`src/rtl/regbank_write_arbiter_if.sv`:
```
// Writeback request bus between the writeback sources and the register bank write arbiter.
// Each requester's address and data are packed side by side, with requester i at index i.
interface regbank_write_arbiter_if #(
    parameter int NREQ = 2,
    parameter int DW   = 32,
    parameter int AW   = 4
);
    logic [NREQ-1:0]    req;
    logic [NREQ*AW-1:0] addr;
    logic [NREQ*DW-1:0] data;
    logic [NREQ-1:0]    gnt;

    modport master (output req, output addr, output data, input gnt);
    modport slave  (input req, input addr, input data, output gnt);
endinterface

```
`src/rtl/regbank_write_arbiter.sv`:
```
// Round-robin arbiter for the single write port of the register bank.
// The winner's address is decoded to a one-hot select and sent to the bank with its data on a registered port.
module regbank_write_arbiter #(
    parameter int NREQ = 2,
    parameter int DW   = 32,
    parameter int AW   = 4
) (
    input  logic                   clk,
    input  logic                   rst,
    input  logic                   en,
    regbank_write_arbiter_if.slave bus,
    output logic [(2**AW)-1:0]     select,
    output logic [DW-1:0]          Din,
    output logic                   we,
    output logic                   busy
);
    localparam int LW   = $clog2(NREQ);
    localparam int NSEL = 2**AW;
    localparam logic [NREQ-1:0] GNT_ONE = {{(NREQ-1){1'b0}}, 1'b1};
    localparam logic [NSEL-1:0] SEL_ONE = {{(NSEL-1){1'b0}}, 1'b1};

    logic [LW-1:0]   last_r;
    logic [LW-1:0]   win_s;
    logic [LW-1:0]   cand_s;
    logic            hit_s;
    logic            xfer_s;
    logic [NREQ-1:0] gnt_s;
    logic [AW-1:0]   waddr_s;
    logic [DW-1:0]   wdata_s;

    // Winner search starts one past the last winner; it reads only req, en, rst and last_r.
    always_comb begin
        win_s  = last_r;
        cand_s = last_r;
        hit_s  = 1'b0;
        for (int k = 1; k <= NREQ; k++) begin
            cand_s = LW'((int'(last_r) + k) % NREQ);
            win_s  = (!hit_s && bus.req[cand_s]) ? cand_s : win_s;
            hit_s  = hit_s | bus.req[cand_s];
        end
        xfer_s  = hit_s & en & rst;
        gnt_s   = xfer_s ? (GNT_ONE << win_s) : {NREQ{1'b0}};
        bus.gnt = gnt_s;
        waddr_s = bus.addr[int'(win_s)*AW +: AW];
        wdata_s = bus.data[int'(win_s)*DW +: DW];
    end

    // Register the bank write port and the priority pointer. Din holds its value between writes.
    always_ff @(posedge clk or negedge rst) begin
        if (!rst) begin
            last_r <= LW'(NREQ - 1);
            we     <= 1'b0;
            select <= {NSEL{1'b0}};
            Din    <= {DW{1'b0}};
            busy   <= 1'b0;
        end else begin
            busy <= |(bus.req & ~gnt_s);
            if (xfer_s) begin
                last_r <= win_s;
                we     <= 1'b1;
                select <= SEL_ONE << waddr_s;
                Din    <= wdata_s;
            end else begin
                we     <= 1'b0;
                select <= {NSEL{1'b0}};
            end
        end
    end
endmodule

```
`src/flat_wrapper.sv`:
```
// flat-port wrapper written by rule: the top's interface ports become plain ports
module regbank_write_arbiter_flat 
#(
    parameter int NREQ = 2,
    parameter int DW   = 32,
    parameter int AW   = 4
)
  (clk, rst, en, select, Din, we, busy, bus_req, bus_addr, bus_data, bus_gnt);
  regbank_write_arbiter_if #(.NREQ(NREQ), .DW(DW), .AW(AW)) bus_i ();
  input  logic clk;
  input  logic rst;
  input  logic en;
  output logic [(2**AW)-1:0] select;
  output logic [DW-1:0] Din;
  output logic we;
  output logic busy;
  input wire logic [$bits(bus_i.req)-1:0] bus_req;
  input wire logic [$bits(bus_i.addr)-1:0] bus_addr;
  input wire logic [$bits(bus_i.data)-1:0] bus_data;
  output wire logic [$bits(bus_i.gnt)-1:0] bus_gnt;
  assign bus_i.req = bus_req;
  assign bus_i.addr = bus_addr;
  assign bus_i.data = bus_data;
  assign bus_gnt = bus_i.gnt;
  regbank_write_arbiter #(.NREQ(NREQ), .DW(DW), .AW(AW)) u_core (.clk(clk), .rst(rst), .en(en), .bus(bus_i), .select(select), .Din(Din), .we(we), .busy(busy));
endmodule
```
`config.mk`:
```
export PLATFORM = sky130hd
export DESIGN_NAME = regbank_write_arbiter_flat
export DESIGN_NICKNAME = d
export VERILOG_FILES = /design/src/rtl/regbank_write_arbiter_if.sv /design/src/rtl/regbank_write_arbiter.sv /design/src/flat_wrapper.sv
export SDC_FILE = /design/constraint.sdc
export NUM_CORES = 1
export LEC_CHECK = 0
export ABC_AREA = 0
export BUFFER_PORTS_ARGS = -buffer_cell sky130_fd_sc_hd__buf_2
export CAP_MARGIN = 20
export CORE_ASPECT_RATIO = 1.4
export CORE_MARGIN = 2
export CORE_UTILIZATION = 30
export DETAILED_ROUTE_END_ITERATION = 10
export PLACE_DENSITY = 0.68
export SYNTH_ARGS = -nofsm -noshare
export SYNTH_HDL_FRONTEND = slang
export SYNTH_SLANG_ARGS = --single-unit
```
`constraint.sdc`:
```
create_clock -name clk -period 1.8 [get_ports clk]
set_input_delay 0.18 -clock clk [delete_from_list [all_inputs] [get_ports clk]]
set_output_delay 0.18 -clock clk [all_outputs]
set_load 0.02 [all_outputs]
```
==> out/results.tsv, run 1 <==
stage	metric	value	unit
outcome	status	finished clean	
clock_network	Max H-tree Level	2	
floorplan	core box area	0.00765	mm2
sta	Slew HR	57.8	%
clock_network	CTS Sinks	51	
clock_network	CTS Buf Count	5	
final_layout	# nets final	412	
clock_network	clk slew on worst S/H paths	0.10	ns
final_layout	layout overhead on the synthesized area	35.5	%
placement	# port buffers	128	
drt	Pre-Repair DR Iteration Count	3	
critical_path	Reg-to-Reg Start	u_core.last_r	
clock_network	TritonCTS clock tree	done	
critical_path	crit start category	register	
sta	# setup viols final	0	
global_route	largest net degree at the start of global routing	52	
sta	Slew Viols, Final	0	
critical_path	Worst path slowest cell	dfstp_2	
power_and_ir_drop	clock share of power	22.3	%
floorplan	I/O pin total	129	
sta	Total Neg Setup Slack	0	ns
synthesis	yosys warns	0	
final_layout	Layout Utilization	41.3	%
floorplan	DIE WIDTH	78.5	um
power_and_ir_drop	sequential share of power	45.8	%
clock_network	CTS root buf	clkbuf_8	
power_and_ir_drop	pwr dens	960	mW/mm2
critical_path	Worst Setup EP	bus_gnt[1]	
sta	fin crit period	1.69	ns
power_and_ir_drop	Tot Pwr	3.03	mW
global_route	gr usage total	12.5	%
power_and_ir_drop	leakage power	1.68	nW
sta	period utilization	93.6	%
drt	DRC Markers	0	
synthesis	synth unique cells	31	
final_layout	commonest non-fill, non-tap cell in the layout	buf_2	
critical_path	CP cell instances	or2_4 > nand2_8 > nor2_1 > buf_2	
critical_path	kind of cell adding the most delay to the critical path	flip-flops	
placement	HPWL after detailed placement	4.14	mm
critical_path	CP max stage delay	0.58	ns
min_path	HP Class	in2async	
placement	gpl congestion	0.767	
final_layout	ant diodes	0	
power_and_ir_drop	Peak VDD IR	0.404	mV
global_route	initial antenna violation count	0	
critical_path	CP Data Arrival Time	1.51	ns
power_and_ir_drop	Sw Share	34.8	%
sta	Max Freq	593	MHz
power_and_ir_drop	Internal	1.98	mW
global_route	first-pass GRT wire length	8.51	mm
synthesis	Cells after Synth	206	
sta	final hold violation count	0	
clock_network	worst-skew pair later-pin latency	0.30	ns
critical_path	Reg2Reg Depth	5	
final_layout	layout cell share with drive strength beyond 1	46.4	%
floorplan	row cnt	38	
synthesis	Syn Area/Cell	11.3	um2
critical_path	reg2reg end	u_core.Din[2]	
power_and_ir_drop	Comb power frac	31.9	%
placement	Placed Area	0.00306	mm2
job	Max-cap violations	0	
drt	Via Count	1940	
sta	RSZ-0062 raised after global routing	no	
sta	WHS	0.00180	ns
power_and_ir_drop	P_sw	1.06	mW
critical_path	data required time of the worst path	1.62	ns
sta	final clock skew	0.00537	ns
global_route	gr ovfl total	0	
final_layout	commonest non-fill, non-tap cells in the layout	buf_2 (128), dfrtp_1 (50), o21ai_0 (35), nand2_1 (33), mux2i_1 (32)	
sta	worst slew pin tran	0.634	ns
critical_path	crit path kind	reg2out	
clock_network	hold_buf cts	0	
synthesis	sequential cell area fraction in the yosys report	54.8	%
drt	First DRT Iteration DRCs	77	
final_layout	Final Cell Area	0.00316	mm2
critical_path	CP endpoint kind	output pin	
drt	WL final	5.24	mm
global_route	vias in the first global route	1914	
critical_path	critical path depth in cells	4	
critical_path	CP startpoint	u_core.last_r	
critical_path	Worst Path Max Fanout	12	
critical_path	Reg2Reg Setup Slack	0.14	ns
drt	Wirelength per Cell	12.0	um
drt	Vias per Instance	4.45	
clock_network	clk buf depth	2	
synthesis	Post-Synthesis Cell Area	0.00233	mm2
critical_path	Worst Path Buf+Inv	1	
floorplan	die area	0.00851	mm2
floorplan	Die H	108	um
synthesis	Post-Synthesis Net Count	283	
synthesis	Synth Register Bits	51	
floorplan	Starting Density	30.5	%
drt	Detail Route Antenna Nets	0	
## routing by layer
metal / up-vias / part of all wire [%] / track usage (%)
met3: 6 / 5.0 / 2.34
li1: 982 / - / -
met4: 0 / 1.2 / 3.76
met5: - / 0 / 0
met1: 886 / 40 / 14.7
met2: 66 / 54 / 22.8
## cell usage after synthesis
cell	number	area share (%)
a211oi_1	1	0.32
a21o_1	1	0.32
a21o_2	1	0.38
a21oi_1	3	0.64
and2_2	1	0.32
buf_2	3	0.64
buf_6	4	1.9
clkbuf_1	5	0.80
dfrtp_1	50	54
dfstp_2	1	1.1
inv_1	1	0.16
maj3_1	1	0.43
mux2_4	1	0.64
mux2i_1	32	14
mux2i_2	1	0.59
mux2i_4	2	1.9
nand2_1	33	5.3
nand2_2	1	0.27
nand2_8	1	0.86
nand2b_1	2	0.54
nand4_1	1	0.27
nor2_1	3	0.48
nor3_1	8	1.7
nor3b_1	3	0.97
nor3b_2	3	1.6
nor4_1	1	0.27
nor4b_1	2	0.75
o2111a_1	2	0.97
o211ai_1	1	0.32
o21ai_0	35	7.5
or2_1	2	0.54
## worst reg2reg max path: cells and delay by family, from the launching register on
kind	cells	cell delay [ns]
buffers and inverters	1	0.30
muxes	1	0.24
and+or+nand+nor	2	0.33
DFF	1	0.58
AOI/OAI and AO/OA	1	0.10
## flip-flops by register name (all words and copies together) (netlist names)
signal	flops
u_core.Din	32
u_core.busy	1
u_core.we	1
u_core.last_r	1
u_core.select	16
## metrics by stage
stage               std cells  worst slack [ns]
floorplan                 206             0.245
detailed placement        428             0.139
finish                    436             0.115
CTS                       436            0.0899
global route              436          0.000308
global placement          428             0.200
## cell families after synthesis
| kind of cell | count (synthesis) | synth area share, % |
|---|---|---|
| AND/OR/NAND/NOR | 61 | 13.9 |
| multiplexers | 36 | 16.9 |
| buffers and inverters | 13 | 3.54 |
| flip-flops | 51 | 54.8 |
| AO/OA/AOI/OAI | 44 | 10.5 |
| adder cells (fa/ha/maj) | 1 | 0.429 |
## power by group through the flow
stage / Sequential [mW] / Clock, mW / Combinational, mW
after floorplan: 1.60 / 0 / 0.447
after global placement: 1.41 / 0 / 0.964
after detailed placement: 1.41 / 0 / 0.985
after CTS: 1.39 / 0.711 / 0.987
after global routing: 1.41 / 0.752 / 1.07
final: 1.39 / 0.678 / 0.967
## layout make-up
type / count / area (um2)
timing repair buffer: 134 / 686
sequential: 51 / 1280
inverter: 1 / 3.75
clock inverter: 3 / 23.8
fill: 778 / 4500
tap: 100 / 125
clock buffer: 5 / 68.8
multi-input combinational: 142 / 975
## how the worst min path moves through the flow
stage                             end  depth (start not counted)  startpoint
CTS                  u_core.select[8]                          2         rst
global placement     u_core.select[8]                          2         rst
finish              u_core.select[10]                          2         rst
floorplan               u_core.Din[0]                          0         rst
global route        u_core.select[10]                          2         rst
detailed placement   u_core.select[8]                          2         rst
## repair_timing
| item | CTS | global route |
|---|---|---|
| hold endpoints to repair | 0 | 0 |
| endpoints found under the setup margin | 1 | 0 |
| gates resized for setup | 1 | 0 |
| setup buffers | 0 | 0 |
Power figures use the tool's default switching activity.
==> inputs of run 2 (changes only) <==
--- a/config.mk
+++ b/config.mk
@@ -9,7 +9,7 @@
 export BUFFER_PORTS_ARGS = -buffer_cell sky130_fd_sc_hd__buf_2
 export CAP_MARGIN = 20
 export CORE_ASPECT_RATIO = 1.4
-export CORE_MARGIN = 2
+export CORE_MARGIN = 4
 export CORE_UTILIZATION = 30
 export DETAILED_ROUTE_END_ITERATION = 10
 export PLACE_DENSITY = 0.68
==> out/results.tsv, run 2 (synthesis results as in run 1) <==
stage	metric	value	unit
sta	fin crit period	1.71	ns
critical_path	CP Data Arrival Time	1.53	ns
global_route	gr usage total	12.0	%
clock_network	CTS Sinks	51	
sta	period utilization	94.9	%
sta	# setup viols final	0	
drt	First DRT Iteration DRCs	63	
global_route	vias in the first global route	1889	
drt	DRC Markers	0	
placement	worst slack, placed	0.110	ns
sta	worst slew pin tran	0.637	ns
floorplan	DIE WIDTH	82.5	um
sta	final hold violation count	0	
final_layout	ant diodes	0	
clock_network	TritonCTS clock tree	done	
drt	Detail Route Antenna Nets	0	
placement	gpl congestion	0.786	
critical_path	CP endpoint kind	output pin	
global_route	largest net degree at the start of global routing	52	
drt	Wirelength per Cell	13.3	um
job	Max-cap violations	0	
global_route	initial antenna violation count	0	
floorplan	Starting Density	31.3	%
final_layout	Layout Cells excl Fill	433	
final_layout	commonest non-fill, non-tap cell in the layout	buf_2	
placement	DP Cell Count	425	
sta	Final WS setup	0.0919	ns
drt	Vias per Instance	4.54	
floorplan	die area	0.00927	mm2
final_layout	Reg with most FFs	u_core.Din	
drt	Via Count	1967	
clock_network	CTS root buf	clkbuf_8	
clock_network	clk buf depth	2	
critical_path	Worst Path Max Fanout	7	
floorplan	row cnt	37	
drt	WL final	5.77	mm
min_path	HP Class	in2async	
clock_network	worst-skew pair later-pin latency	0.30	ns
floorplan	core box area	0.00745	mm2
floorplan	I/O pin total	129	
final_layout	layout overhead on the synthesized area	36.2	%
sta	Total Neg Setup Slack	0	ns
final_layout	flip-flop count of the largest register after layout	32	
sta	Slew HR	57.6	%
final_layout	# nets final	412	
outcome	status	finished clean	
sta	Slew Viols, Final	0	
placement	HPWL after detailed placement	4.57	mm
clock_network	CTS Buf Count	5	
global_route	first-pass GRT wire length	8.70	mm
sta	Max Freq	585	MHz
power_and_ir_drop	leakage power	1.70	nW
clock_network	clk slew on worst S/H paths	0.09	ns
placement	# port buffers	128	
critical_path	crit path kind	reg2out	
power_and_ir_drop	Peak VDD IR	0.442	mV
clock_network	Max H-tree Level	2	
floorplan	Die H	112	um
drt	Pre-Repair DR Iteration Count	4	
sta	RSZ-0062 raised after global routing	no	
critical_path	data required time of the worst path	1.62	ns
critical_path	crit start category	register	
final_layout	commonest non-fill, non-tap cells in the layout	buf_2 (128), dfrtp_1 (50), o21ai_0 (35), nand2_1 (33), mux2i_1 (32)	
power_and_ir_drop	pwr dens	967	mW/mm2
final_layout	biggest regs	u_core.Din: 32 flops, u_core.select: 16 flops	
sta	final clock skew	0.00511	ns
global_route	gr ovfl total	0	
final_layout	layout cell share with drive strength beyond 1	46.1	%
clock_network	hold_buf cts	0	
==> run 2: changes by cell type in the layout (fill, tap and decap cells not counted) <==
cell	delta
buf_12	+1
buf_4	-1
clkbuf_1	+1
clkbuf_8	+2
clkinvlp_4	-2
inv_6	-1
==> run 2: final timing paths <==
| kind | start | endpoint | slack, ns | cells past startpoint |
|---|---|---|---|---|
| min reg2reg | u_core.Din[8] | u_core.Din[8] | 0.48 | 2 |
| max in group asynchronous | rst | u_core.Din[9] | 1.36 | 2 |
| max reg2reg | u_core.last_r | u_core.select[5] | 0.15 | 4 |
| min in group clk | bus_data[63] | u_core.Din[31] | 0.16 | 3 |
| max | u_core.last_r | bus_gnt[1] | 0.09 | 4 |
| min | rst | u_core.select[2] | 0.002 | 2 |
==> run 2: final cells by class <==
class	instances	area, um2
clock buffer	8	100
fill	722	4280
inverter	1	3.75
multi-input combinational	142	975
sequential	51	1280
tap	97	121
timing repair buffer	134	698
==> run 2: metrics by stage <==
step	area [um2]	power (mW)	util (%)	hold slack (ns)
2_1_floorplan	2330	2.05	-	-0.116
3_3_place_gp	3070	2.38	41.2	0.374
3_5_place_dp	3070	2.41	41.2	0.371
4_1_cts	3180	3.12	42.6	0.0402
5_1_grt	3180	3.26	42.6	0.0666
6_report	3180	3.07	42.6	0.00151
==> run 2: report_power, final <==
part           internal [mW]  leakage [nW]  switching, mW
registers               1.31         0.655         0.0753
clock network          0.351        0.0515          0.355
logic                  0.401         0.993          0.582
==> run 2: repair_timing <==
item	CTS	global route
gates resized for setup	1	0
buffers inserted	0	0
endpoints found under the setup margin	1	0
==> run 2: critical path: stages (launching register included) <==
cell     delay [ns]
dfstp_2        0.57
or2_4          0.18
nand2_8        0.10
nor2_1         0.17
buf_2          0.20
==> run 2: routing by layer <==
metal	GRT usage [%]	routed length (um)	up-vias	part of all wire, %
li1	-	-	978	-
met1	12.9	2090	909	36
met2	22.3	3110	72	54
met3	2.17	465	8	8.1
met4	4.58	102	0	1.8
met5	0	0	-	0
